### src/rtl/vx_tcu_drl_kstep_seq_pkg.sv
// Shared TCU DRL sequencer types: format IDs, exception word, FSM states.
// Also holds the tile exception merge rule used by the sequencer.
package vx_tcu_drl_kstep_seq_pkg;

    localparam int TCU_MAX_INPUTS = 8;

    localparam logic [2:0] TCU_FP32_ID = 3'd0;
    localparam logic [2:0] TCU_FP16_ID = 3'd1;
    localparam logic [2:0] TCU_BF16_ID = 3'd2;
    localparam logic [2:0] TCU_TF32_ID = 3'd3;
    localparam logic [2:0] TCU_FP8_ID  = 3'd4;
    localparam logic [2:0] TCU_BF8_ID  = 3'd5;

    typedef struct packed {
        logic sign;
        logic is_nan;
        logic is_inf;
    } fedp_excep_t;

    typedef enum logic [1:0] {
        ST_IDLE,
        ST_ISSUE,
        ST_DRAIN,
        ST_RESP
    } kstep_state_e;

    // FP16 is always present; other formats follow build-time enables.
    function automatic logic tcu_fmt_supported(input logic [2:0] fmtf);
        logic ok;
        ok = (fmtf == TCU_FP16_ID);
`ifdef TCU_BF16_ENABLE
        ok = ok | (fmtf == TCU_BF16_ID);
`endif
`ifdef TCU_TF32_ENABLE
        ok = ok | (fmtf == TCU_TF32_ID);
`endif
`ifdef TCU_FP8_ENABLE
        ok = ok | (fmtf == TCU_FP8_ID);
`endif
`ifdef TCU_BF8_ENABLE
        ok = ok | (fmtf == TCU_BF8_ID);
`endif
        return ok;
    endfunction

    // Accumulate one step's flags into the tile word. Opposite-signed
    // infinities produce NaN; NaN never clears; sign only means
    // something while the result is infinite.
    function automatic fedp_excep_t tcu_excep_merge(
        input fedp_excep_t acc,
        input fedp_excep_t n
    );
        fedp_excep_t r;
        r.is_nan = acc.is_nan | n.is_nan
                 | (acc.is_inf & n.is_inf & (acc.sign ^ n.sign));
        r.is_inf = (acc.is_inf | n.is_inf) & ~r.is_nan;
        r.sign   = r.is_inf & (acc.is_inf ? acc.sign : n.sign);
        return r;
    endfunction

endpackage

### src/rtl/vx_tcu_drl_credit_cnt.sv
// Outstanding-step credit counter for the DRL k-step sequencer.
// Ports: clk, reset (async high), clr, inc, dec -> count, full, empty.
// inc is dropped when full, dec is dropped when empty (no wrap).
module vx_tcu_drl_credit_cnt #(
    parameter int MAX = 4,
    parameter int CW  = $clog2(MAX + 1)
) (
    input  logic          clk,
    input  logic          reset,
    input  logic          clr,
    input  logic          inc,
    input  logic          dec,
    output logic [CW-1:0] count,
    output logic          full,
    output logic          empty
);

    logic [CW-1:0] count_q;
    logic [CW-1:0] count_d;
    logic          inc_ok;
    logic          dec_ok;

    assign full   = (count_q == CW'(MAX));
    assign empty  = (count_q == '0);
    assign inc_ok = inc & ~full;
    assign dec_ok = dec & ~empty;
    assign count  = count_q;

    always_comb begin
        count_d = count_q;
        if (clr) begin
            count_d = '0;
        end else if (inc_ok & ~dec_ok) begin
            count_d = count_q + CW'(1);
        end else if (~inc_ok & dec_ok) begin
            count_d = count_q - CW'(1);
        end
    end

    always_ff @(posedge clk or posedge reset) begin
        if (reset) begin
            count_q <= '0;
        end else begin
            count_q <= count_d;
        end
    end

endmodule

### src/rtl/vx_tcu_drl_kstep_seq.sv
// TCU DRL k-step sequencer: takes one MMA tile request, issues ksteps+1
// FEDP steps under a credit limit, merges returned exception flags into
// a sticky tile word and returns it with the request tag.
// Ports:
//   req_*  : tile request (valid/ready), format, ksteps-1, lane mask, tag
//   dp_*   : per-step issue to datapath (valid/ready), step index, first/last
//   ex_*   : per-step exception return, in issue order
//   rsp_*  : tile response (valid/ready), tag, merged exceptions, format error
//   busy   : sequencer not idle
module vx_tcu_drl_kstep_seq
    import vx_tcu_drl_kstep_seq_pkg::*;
#(
    parameter int KW      = 4,
    parameter int TAG_W   = 8,
    parameter int MAX_OUT = 4
) (
    input  logic                      clk,
    input  logic                      reset,

    input  logic                      req_valid,
    output logic                      req_ready,
    input  logic [2:0]                req_fmtf,
    input  logic [KW-1:0]             req_ksteps,
    input  logic [TCU_MAX_INPUTS-1:0] req_vld_mask,
    input  logic [TAG_W-1:0]          req_tag,

    output logic                      dp_valid,
    input  logic                      dp_ready,
    output logic [KW-1:0]             dp_step,
    output logic [2:0]                dp_fmtf,
    output logic [TCU_MAX_INPUTS-1:0] dp_vld_mask,
    output logic                      dp_first,
    output logic                      dp_last,

    input  logic                      ex_valid,
    input  fedp_excep_t               ex_data,

    output logic                      rsp_valid,
    input  logic                      rsp_ready,
    output logic [TAG_W-1:0]          rsp_tag,
    output fedp_excep_t               rsp_excep,
    output logic                      rsp_err,

    output logic                      busy
);

    localparam int CW = $clog2(MAX_OUT + 1);

    kstep_state_e              state_q;
    // One extra bit so the count can step past ksteps=2^KW-1 on the
    // final handshake without wrapping back to 0.
    logic [KW:0]               issue_cnt_q;
    logic [KW-1:0]             ksteps_q;
    logic [2:0]                fmtf_q;
    logic [TCU_MAX_INPUTS-1:0] mask_q;
    logic [TAG_W-1:0]          tag_q;
    fedp_excep_t               acc_q;
    logic                      err_q;

    logic [CW-1:0]             out_cnt;
    logic                      out_full;
    logic                      out_empty;

    logic                      req_fire;
    logic                      dp_fire;
    logic                      ex_take;
    logic                      drain_done;
    logic                      fmt_ok;

    assign req_ready = (state_q == ST_IDLE);
    assign req_fire  = req_valid & req_ready;
    assign fmt_ok    = tcu_fmt_supported(req_fmtf);

    assign dp_valid  = (state_q == ST_ISSUE) & ~out_full;
    assign dp_fire   = dp_valid & dp_ready;

    // Returns only count while a tile is active and something is owed.
    assign ex_take   = ex_valid & ~out_empty
                     & ((state_q == ST_ISSUE) | (state_q == ST_DRAIN));

    // The last return may land in the cycle we would otherwise wait on.
    assign drain_done = out_empty | ((out_cnt == CW'(1)) & ex_take);

    assign dp_step     = issue_cnt_q[KW-1:0];
    assign dp_first    = (issue_cnt_q == '0);
    assign dp_last     = (issue_cnt_q == {1'b0, ksteps_q});
    assign dp_fmtf     = fmtf_q;
    assign dp_vld_mask = mask_q;

    assign rsp_valid = (state_q == ST_RESP);
    assign rsp_tag   = tag_q;
    assign rsp_excep = acc_q;
    assign rsp_err   = err_q;
    assign busy      = (state_q != ST_IDLE);

    vx_tcu_drl_credit_cnt #(
        .MAX (MAX_OUT),
        .CW  (CW)
    ) u_credit (
        .clk   (clk),
        .reset (reset),
        .clr   (req_fire),
        .inc   (dp_fire),
        .dec   (ex_take),
        .count (out_cnt),
        .full  (out_full),
        .empty (out_empty)
    );

    always_ff @(posedge clk or posedge reset) begin
        if (reset) begin
            state_q     <= ST_IDLE;
            issue_cnt_q <= '0;
            ksteps_q    <= '0;
            fmtf_q      <= '0;
            mask_q      <= '0;
            tag_q       <= '0;
            acc_q       <= '0;
            err_q       <= 1'b0;
        end else begin
            if (ex_take) begin
                acc_q <= tcu_excep_merge(acc_q, ex_data);
            end
            unique case (state_q)
                ST_IDLE: begin
                    if (req_valid) begin
                        fmtf_q      <= req_fmtf;
                        ksteps_q    <= req_ksteps;
                        mask_q      <= req_vld_mask;
                        tag_q       <= req_tag;
                        acc_q       <= '0;
                        issue_cnt_q <= '0;
                        err_q       <= ~fmt_ok;
                        state_q     <= fmt_ok ? ST_ISSUE : ST_RESP;
                    end
                end
                ST_ISSUE: begin
                    if (dp_fire) begin
                        issue_cnt_q <= issue_cnt_q + (KW+1)'(1);
                        if (dp_last) begin
                            state_q <= ST_DRAIN;
                        end
                    end
                end
                ST_DRAIN: begin
                    if (drain_done) begin
                        state_q <= ST_RESP;
                    end
                end
                ST_RESP: begin
                    if (rsp_ready) begin
                        state_q <= ST_IDLE;
                    end
                end
                default: begin
                    state_q <= ST_IDLE;
                end
            endcase
        end
    end

endmodule

### config.mk
export PLATFORM = sky130hd
export DESIGN_NAME = vx_tcu_drl_kstep_seq
export DESIGN_NICKNAME = d
export VERILOG_FILES = /design/src/rtl/vx_tcu_drl_kstep_seq_pkg.sv /design/src/rtl/vx_tcu_drl_credit_cnt.sv /design/src/rtl/vx_tcu_drl_kstep_seq.sv
export SDC_FILE = /design/constraint.sdc
export NUM_CORES = 1
export LEC_CHECK = 0
export ABC_AREA = 1
export CAP_MARGIN = 20
export CORE_UTILIZATION = 25
export CTS_BUF_LIST = sky130_fd_sc_hd__clkbuf_2 sky130_fd_sc_hd__clkbuf_4 sky130_fd_sc_hd__clkbuf_8
export CTS_CLUSTER_DIAMETER = 100
export CTS_CLUSTER_SIZE = 16
export DETAILED_ROUTE_END_ITERATION = 8
export DONT_BUFFER_PORTS = 1
export PLACE_DENSITY = 0.49
export SYNTH_ARGS = -nofsm -noshare
export SYNTH_HDL_FRONTEND = slang
export SYNTH_SLANG_ARGS = --single-unit
### constraint.sdc
create_clock -name clk -period 1.5 [get_ports clk]
set_input_delay 0.225 -clock clk [delete_from_list [all_inputs] [get_ports clk]]
set_output_delay 0.225 -clock clk [all_outputs]
set_load 0.05 [all_outputs]
## After elaboration in Yosys (flattened, before gate mapping)

Index checks and enable logic that the tools add are counted.

| word-level totals | value |
|---|---|
| register bits after elaboration | 37 |
| output and inout port bits | 33 |
| word-level logic and storage cells | 78 |

| operators by class | value |
|---|---|
| bitwise logic cells | 26 |
| muxes and demuxes | 17 |
| reduce and logical (&&, ||, !) cells | 9 |
| $add $sub $neg | 3 |
| equality and inequality tests | 12 |

Operator list:

| cell | number |
|---|---|
| $mux W3 | 6 |
| $and A1 B1 Y1 | 14 |
| $mux W2 | 6 |
| $mux W5 | 2 |
| $pmux W5 S2 | 1 |
| $pmux W2 S4 | 1 |
| $eq A3 B1 Y1 const B | 2 |
| $ne A2 B2 Y1 const B | 3 |
| $not A1 Y1 | 6 |
| $add A5 B1 Y5 const B | 1 |
| $eq A5 B4 Y1 | 1 |
| $logic_not A5 Y1 | 1 |
| $or A1 B1 Y1 | 5 |
| $reduce_and A5 Y1 | 1 |
| $eq A2 B2 Y1 const B | 2 |
| $ne A2 B1 Y1 const B | 2 |
| $reduce_bool A2 Y1 | 2 |
| $add A3 B1 Y3 const B | 1 |
| $eq A3 B3 Y1 const B | 1 |
| $logic_not A3 Y1 | 1 |
| $reduce_and A3 Y1 | 1 |
| $reduce_bool A3 Y1 | 1 |
| $sub A3 B1 Y3 const B | 1 |
| $eq A2 B1 Y1 const B | 1 |
| 4 further kinds | 4 |

## Depth between registers and ports, before layout

Gate-level depths: netlist of run 1.

| depth | value |
|---|---|
| depth after elaboration | 10 |
| mapped depth | 11 |
| gate-level depth less buffers | 11 |

## By module

A second synthesis of run 1 with hierarchy kept.

| unflattened totals | value |
|---|---|
| cell total of the unflattened synthesis | 247 |
| area, all modules | 1,908.1 µm² |

Modules (own cells, without submodules):

| module | cells each | seq. area each (µm²) | times used | area an instance (µm²) |
|---|---|---|---|---|
| vx_tcu_drl_kstep_seq | 216 | 850.8 | 1 | 1,691.6 |
| vx_tcu_drl_credit_cnt | 31 | 75.1 | 1 | 216.5 |

## Worst setup path before layout of run 1

No wires, ideal clock.

| path | value |
|---|---|
| kind | register -> output |
| start | register issue_cnt_q[0] |
| end | output dp_first |
| slack | -0.459 ns |
| arrival time | 1.734 ns |
| required time | 1.275 ns |
| cell stages (with the launch flop) | 5 |
| buffers on the path | 0 |
| path through | dfrtp_1 -> inv_1 -> ha_1 -> nand2_1 -> nor3_1 |

| between the ends | value |
|---|---|
| cells in the longest elaborated chain, start to end | 1 |

RTL lines:

| item | line | text |
|---|---|---|
| start: declaration | vx_tcu_drl_kstep_seq.sv:52 | `logic [KW:0] issue_cnt_q;` |
| start signal: assignment | vx_tcu_drl_kstep_seq.sv:139 | `issue_cnt_q <= issue_cnt_q + (KW+1)'(1);` |
| $logic_not A5 Y1 | vx_tcu_drl_kstep_seq.sv:85 | `assign dp_first = (issue_cnt_q == '0);` |
| end: declaration | vx_tcu_drl_kstep_seq.sv:32 | `output logic dp_first,` |

No other way between the ends.

## Worst setup path after layout of run 1

Ends and elaborated chain as after synthesis.

==> results_tabular.tex, run 1 <==
\begin{tabular}{lr}
\hline
Metric & Value \\
\hline
\multicolumn{2}{l}{\textbf{Worst setup path}} \\
Critical-path cell with the highest stage delay & dfrtp\_1 \\
Reg-to-reg critical path startpoint & state\_q[0] \\
Signal arrival time at the worst endpoint & around 1.3 ns \\
Critical path class & register to output port \\
Launching instance or port of the critical path & issue\_cnt\_q[0] \\
Startpoint type of the worst setup path & register \\
Internal reg-to-reg setup slack & about 0.06 ns \\
Critical path's top delay family & flip-flops \\
Worst Path Buf+Inv & 2 \\
Top fanout value on the critical path & 3 \\
Chain of cells forming the critical path & inv\_2 -> ha\_1 -> nand2\_1 -> nor3\_2 -> buf\_6 \\
CP required & 1.27 ns \\
Highest cell delay on the worst timing path & slightly above 0.4 ns \\
Kind of end point of the critical path & output port \\
\multicolumn{2}{l}{\textbf{Hold path}} \\
Startpoint of the lowest-slack hold path & req\_vld\_mask[4] \\
Classification of the worst-slack hold path & primary input to register \\
\multicolumn{2}{l}{\textbf{Cells and area}} \\
Layout-stage area growth over the synthesis result & 25.34\% \\
N\_diodes & 0 \\
Area of all placed cells without fillers & approximately 2600 um2 \\
Fin nets & 322 \\
Proportion of layout cells with a drive suffix above 1 & 0.2750 \\
Utilization after layout & 0.3274 \\
Post-Layout Cell Count & 382 \\
\multicolumn{2}{l}{\textbf{Yosys}} \\
Post-Syn Area per Cell & $\sim$8 um2 \\
Flip-flop and latch count after synthesis & 37 \\
Synth Cell Area & 2039 um2 \\
Sequential element share of the synthesized area & 0.4540 \\
Synthesized netlist cell count & 254 \\
Synth warnings & 0 \\
Net count after synthesis & $\sim$300 \\
Number of distinct standard cells referenced by the synthesized netlist & 25 \\
\multicolumn{2}{l}{\textbf{Timing}} \\
Maximum clock frequency & between 600 and 700 MHz \\
Min setup slack post-route & -0.02358 ns \\
Setup violation total in the final timing report & 2 \\
Min Hold Slack & between 0.04 and 0.05 ns \\
Setup skew after layout & 0.008710 ns \\
Slew Viols, Final & 0 \\
Max-slew headroom & 0.6625 \\
Setup repair after global routing missed its margin & true \\
Transition at the pin with the smallest max-transition slack & just over 0.5 ns \\
Final hold violation count & 0 \\
Post-route fraction of the period consumed by the critical path & 1.016 \\
Final critical delay including setup and external delays & $\sim$1.5 ns \\
\multicolumn{2}{l}{\textbf{Routing}} \\
Detailed Route Iter0 Violations & 39 \\
DRT Wirelength & roughly 4600 um \\
Post-route DRC violation count & 0 \\
Number of iterations in the first detailed-routing pass & 4 \\
Drt via density & 4.160 \\
Detail Route Antenna Nets & 0 \\
Vias after detailed routing & 1589 \\
Post-DR wirelength/cell & roughly 12 um \\
\multicolumn{2}{l}{\textbf{Clocking}} \\
Clock transition at the register clock pins on the worst setup and hold paths after CTS & 0.08 ns \\
Number of clock sinks & 37 \\
Skew-Pair Late Insertion Delay & 0.29 ns \\
Clock H-tree levels & 2 \\
Clock tree from TritonCTS & done \\
Clk root buf & clkbuf\_8 \\
Clock buffer count from CTS & 5 \\
Maximum number of buffers from clock root to sink & 2 \\
\multicolumn{2}{l}{\textbf{Placement}} \\
Placed Instances & 367 \\
Gp weighted congestion & 0.7547 \\
Placed Instance Area & about 2300 um2 \\
Number of port buffers & 0 \\
Placed wire-length estimate & between 3000 and 4000 um \\
\multicolumn{2}{l}{\textbf{Floorplan}} \\
Chip width & 92.32 um \\
Count of standard-cell rows & 32 \\
Area of the core & 7807 um2 \\
Chip height & around 92 um \\
Initial core utilization & 0.2612 \\
Boundary pin count & 65 \\
Die outline area & between 8000 and 9000 um2 \\
\multicolumn{2}{l}{\textbf{Global routing}} \\
Congestion Overflow GR & 0 \\
Global-route wire length before repair & 7603 um \\
Initial antenna violation count & 0 \\
Total Routing Usage GR & 0.1136 \\
Via count of the first global-routing pass & approximately 1600 \\
Largest net degree at the start of global routing & 38 \\
\multicolumn{2}{l}{\textbf{Outcome}} \\
Violations in the final reports & setup timing \\
Status & finished, violations left \\
\multicolumn{2}{l}{\textbf{Job}} \\
Total of max-cap violations & 0 \\
\hline
\end{tabular}
[per-stage QoR]
stage | worst slack (ns) | setup TNS [ns]
6_report | -0.02358 | -0.04269
5_1_grt | -0.1221 | -0.3493
2_1_floorplan | -0.03277 | -0.03277
3_5_place_dp | 0.005699 | 0
3_3_place_gp | 0.02084 | 0
4_1_cts | -0.04172 | -0.1001
[cell usage after synthesis]
cell,n,share of area
nand2_1,97,0.18
dfrtp_1,37,0.45
inv_1,27,0.050
nand3_1,13,0.032
nor2_1,13,0.024
ha_1,10,0.061
o21ai_0,9,0.022
nand2_2,5,0.015
o21ai_1,5,0.012
buf_4,4,0.015
buf_6,4,0.022
inv_2,4,0.0074
xnor2_1,4,0.017
a21oi_1,3,0.0074
buf_2,3,0.0074
o31ai_1,3,0.011
nand2_4,2,0.011
nand3_4,2,0.017
nor2_2,2,0.0061
xor2_1,2,0.0086
a21oi_2,1,0.0043
inv_4,1,0.0031
mux2_2,1,0.0055
nor2_4,1,0.0055
nor3_1,1,0.0025
[worst register-to-register path, cell delays in order (launching register included)]
cell     delay, ns
dfrtp_2       0.46
inv_2         0.09
ha_4          0.18
buf_12        0.12
nor2_2        0.05
nor2_4        0.13
nand2_4       0.09
o31ai_1       0.23
[per-layer routing]
metal / GRT usage / up-vias / part of all wire
met2: 0.1821 / 51 / 0.45
li1: - / 819 / -
met5: 0 / - / 0
met4: 0.03125 / 0 / 0.0098
met1: 0.1409 / 715 / 0.46
met3: 0.04516 / 4 / 0.075
[layout by cell type, fill, tap and decap left out, types with 3 or more instances in the layout]
cell / n
nor2_2: 3
nand2_4: 5
a21oi_1: 3
nand3_1: 13
nand2_2: 3
o21ai_1: 6
buf_6: 3
clkbuf_8: 6
buf_4: 22
ha_1: 6
nor2_1: 11
ha_4: 3
buf_12: 4
dfrtp_1: 35
nand2_1: 95
xnor2_1: 4
o31ai_1: 3
inv_1: 16
inv_2: 13
o21ai_0: 8
[kinds of logic after synthesis]
kind of cell             after synthesis  synth area share
XOR/XNOR                               6           0.02577
buffers and inverters                 43            0.1043
flip-flops                            37            0.4540
multiplexers                           1          0.005521
AND/OR/NAND/NOR                      136            0.2920
adder cells (fa/ha/maj)               10           0.06135
AO/OA/AOI/OAI                         21           0.05705
[sequential cells by signal, summed over array words and instances (netlist names)]
name / cells
rsp_excep: 3
dp_fmtf: 3
rsp_err: 1
ksteps_q: 4
state_q: 2
dp_vld_mask: 8
rsp_tag: 8
u_credit.count: 3
issue_cnt_q: 5
[cell type report]
type | instances | area, um2
fillers | 833 | 5251
multi-input cells | 174 | 989.7
flip-flops and latches | 37 | 928.4
repair buffers | 30 | 289.0
inverters | 32 | 131.4
well taps | 102 | 127.6
clock buffers | 7 | 90.09
[timing repair]
item	CTS	global route
endpoints found under the hold margin	37	0
endpoints found under the setup margin	5	30
cloned	0	0
hold buffers	1	0
gates resized for setup	15	18
pin swaps	2	4
buffers inserted	3	4
[final timing paths]
check,endpoint,cells past startpoint
setup / recovery,dp_first,5
hold / removal,dp_vld_mask[4],2
min in group asynchronous,dp_vld_mask[4],3
max in group asynchronous,issue_cnt_q[2],3
setup reg to reg,issue_cnt_q[4],7
hold reg to reg,ksteps_q[3],2
Power of run 1 is not shown: default switching activity piles up to over one toggle a cycle in this logic, so the estimate is an artifact.
==> run 2, diff against run 1 <==
CORE_UTILIZATION = 63   (was 25)
PLACE_DENSITY = 0.9   (was 0.49)
==> results_tabular.tex, run 2 (synthesis results as in run 1) <==
\begin{tabular}{lr}
\hline
Metric & Value \\
\hline
\multicolumn{2}{l}{\textbf{Outcome}} \\
Status & finished, violations left \\
Violations in the final reports & setup timing \\
\multicolumn{2}{l}{\textbf{Pwr}} \\
Max VDD drop & 1.805 mV \\
Power Density & between 2000 and 3000 nW/um2 \\
Static leakage & between 1 and 1.5 nW \\
Total Power & a little over 7 mW \\
\multicolumn{2}{l}{\textbf{Floorplan}} \\
Count of standard-cell rows & 20 (-38\%) \\
Boundary pin count & 65 (unchanged) \\
Initial core utilization & 0.6680 (+0.4068) \\
Area of the core & 3053 um2 (-61\%) \\
Chip height & 58.90 um (-36\%) \\
Chip width & 58.90 um (-36\%) \\
Die outline area & 3469 um2 (-59\%) \\
\multicolumn{2}{l}{\textbf{Routing}} \\
Drt via density & 5.244 (+26\%) \\
DRT Wirelength & 5760 um (+26\%) \\
Number of iterations in the first detailed-routing pass & 5 (+1) \\
Post-DR wirelength/cell & 16.32 um (+36\%) \\
Post-route DRC violation count & 0 (unchanged) \\
Detailed Route Iter0 Violations & 115 (+190\%) \\
Vias after detailed routing & 1851 (+16\%) \\
Detail Route Antenna Nets & 0 (unchanged) \\
\multicolumn{2}{l}{\textbf{Placement}} \\
Placed Instance Area & 2236 um2 (-2.8\%) \\
Placed Instances & 310 (-16\%) \\
Number of port buffers & 0 (unchanged) \\
Gp weighted congestion & 0.8158 (+8.1\%) \\
Setup WS pre-CTS & 0.04892 ns (+0.04322 ns) \\
Placed wire-length estimate & 2912 um (-13\%) \\
\multicolumn{2}{l}{\textbf{Job}} \\
Total of max-cap violations & 0 (unchanged) \\
\multicolumn{2}{l}{\textbf{Clocking}} \\
Clk root buf & clkbuf\_4 \\
Clock H-tree levels & 2 (unchanged) \\
Maximum number of buffers from clock root to sink & 2 (unchanged) \\
Clock transition at the register clock pins on the worst setup and hold paths after CTS & 0.13 ns (+0.05 ns) \\
Number of clock sinks & 37 (unchanged) \\
Clock tree from TritonCTS & done \\
Clock buffer count from CTS & 5 (unchanged) \\
Skew-Pair Late Insertion Delay & 0.36 ns (+0.07 ns) \\
\multicolumn{2}{l}{\textbf{Timing}} \\
Post-route fraction of the period consumed by the critical path & 1.132 (+0.1164) \\
Setup skew after layout & 0.02108 ns (+0.01237 ns) \\
Min setup slack post-route & -0.1982 ns (-0.1746 ns) \\
Maximum clock frequency & 588.9 MHz (-10\%) \\
Setup repair after global routing missed its margin & true \\
Min Hold Slack & 0.03147 ns (-0.01651 ns) \\
Final critical delay including setup and external delays & 1.698 ns (+0.1746 ns) \\
Max-slew headroom & 0.6526 (-0.009912) \\
Setup violation total in the final timing report & 9 (+7) \\
Slew Viols, Final & 0 (unchanged) \\
Setup TNS Final & -0.5509 ns (-0.5082 ns) \\
Final hold violation count & 0 (unchanged) \\
Transition at the pin with the smallest max-transition slack & 0.5211 ns (+0.01487 ns) \\
\multicolumn{2}{l}{\textbf{Cells and area}} \\
Highest-count cells in the layout ignoring fill and taps & nand2\_1, dfrtp\_1, buf\_4, dlygate4sd3\_1, inv\_1 \\
N\_diodes & 0 (unchanged) \\
Most common cell after layout, fill and taps aside & nand2\_1 \\
Proportion of layout cells with a drive suffix above 1 & 0.2880 (+0.01303) \\
Area of all placed cells without fillers & 2746 um2 (+7.4\%) \\
Fin nets & 350 (+8.7\%) \\
Post-Layout Cell Count & 353 (-7.6\%) \\
Layout-stage area growth over the synthesis result & 34.66\% \\
Utilization after layout & 0.8996 (+0.5722) \\
\multicolumn{2}{l}{\textbf{Worst setup path}} \\
Critical path's top delay family & flip-flops \\
Kind of end point of the critical path & output port \\
Signal arrival time at the worst endpoint & 1.47 ns (+0.17 ns) \\
Critical path class & register to output port \\
Top fanout value on the critical path & 3 (unchanged) \\
CP required & 1.27 ns (about the same) \\
Startpoint type of the worst setup path & register \\
Critical-path cell with the highest stage delay & dfrtp\_1 \\
Worst Path Buf+Inv & 2 (unchanged) \\
Chain of cells forming the critical path & inv\_2 -> ha\_4 -> nand2\_2 -> nor3\_2 -> buf\_6 \\
Highest cell delay on the worst timing path & 0.43 ns (+0.02 ns) \\
\multicolumn{2}{l}{\textbf{Global routing}} \\
Largest net degree at the start of global routing & 38 (unchanged) \\
Total Routing Usage GR & 0.3135 (+0.1999) \\
Via count of the first global-routing pass & 1839 (+14\%) \\
Global-route wire length before repair & 7755 um (+2.0\%) \\
Congestion Overflow GR & 0 (unchanged) \\
Initial antenna violation count & 0 (unchanged) \\
\multicolumn{2}{l}{\textbf{Hold path}} \\
Classification of the worst-slack hold path & primary input to register \\
\hline
\end{tabular}
## run 2: cell types whose count changed in the layout (fill, tap and decap cells not counted), sizes merged
| cell | change |
|---|---|
| bufinv | +1 |
| clkbuf | -2 |
| inv | +1 |
| buf | +7 |
| clkinv | +1 |
| dlygate4sd3 | +21 |
## run 2: path summary, 6_finish.rpt
check | end | slack [ns] | start | cells after the start
setup / recovery | dp_first | -0.20 | issue_cnt_q[0] | 5
hold / removal | dp_fmtf[1] | 0.03 | req_fmtf[1] | 2
setup reg to reg | state_q[0] | -0.05 | state_q[1] | 11
hold reg to reg | ksteps_q[2] | 0.53 | ksteps_q[2] | 2
max in group asynchronous | rsp_excep[1] | 0.74 | reset | 3
min in group asynchronous | issue_cnt_q[1] | 0.42 | reset | 3
## run 2: worst reg2reg max path: stages, from the launching register on
cell	delay [ns]
dfrtp_1	0.39
inv_2	0.08
ha_4	0.17
buf_4	0.15
nand2_1	0.10
o21ai_1	0.10
nor2_1	0.11
nand2_1	0.07
inv_2	0.07
nand2_2	0.05
nand2_1	0.08
nand2_1	0.07
## run 2: per-layer routing
metal / wire length [um] / up-vias / part of all wire / track usage
met5: 0 / - / 0 / 0
met4: 108 / 0 / 0.019 / 0.1429
met3: 453 / 14 / 0.079 / 0.1319
met2: 3022 / 84 / 0.52 / 0.5584
met1: 2175 / 878 / 0.38 / 0.3159
li1: - / 875 / - / -
## run 2: layout make-up
class | instances | area, um2
clock buffers | 5 | 37.54
flip-flops and latches | 37 | 925.9
fillers | 141 | 306.5
repair buffers | 58 | 554.3
multi-input cells | 174 | 1001
clock inverters | 3 | 43.79
inverters | 32 | 128.9
well taps | 44 | 55.05
## run 2: where the power goes
part,internal (mW),switching [mW]
registers,1.42,1.28
clock network,0.354,0.351
logic,1.54,2.31
total,3.31,3.94
## run 2: what timing repair did
| item | 4_1_cts | 5_1_grt |
|---|---|---|
| setup endpoints to repair | 5 | 14 |
| pin swaps | 4 | 10 |
| setup buffers | 7 | 6 |
| hold endpoints to repair | 58 | 0 |
| gates resized for setup | 19 | 17 |
| hold buffers | 22 | 0 |
Power figures use the tool's default switching activity.
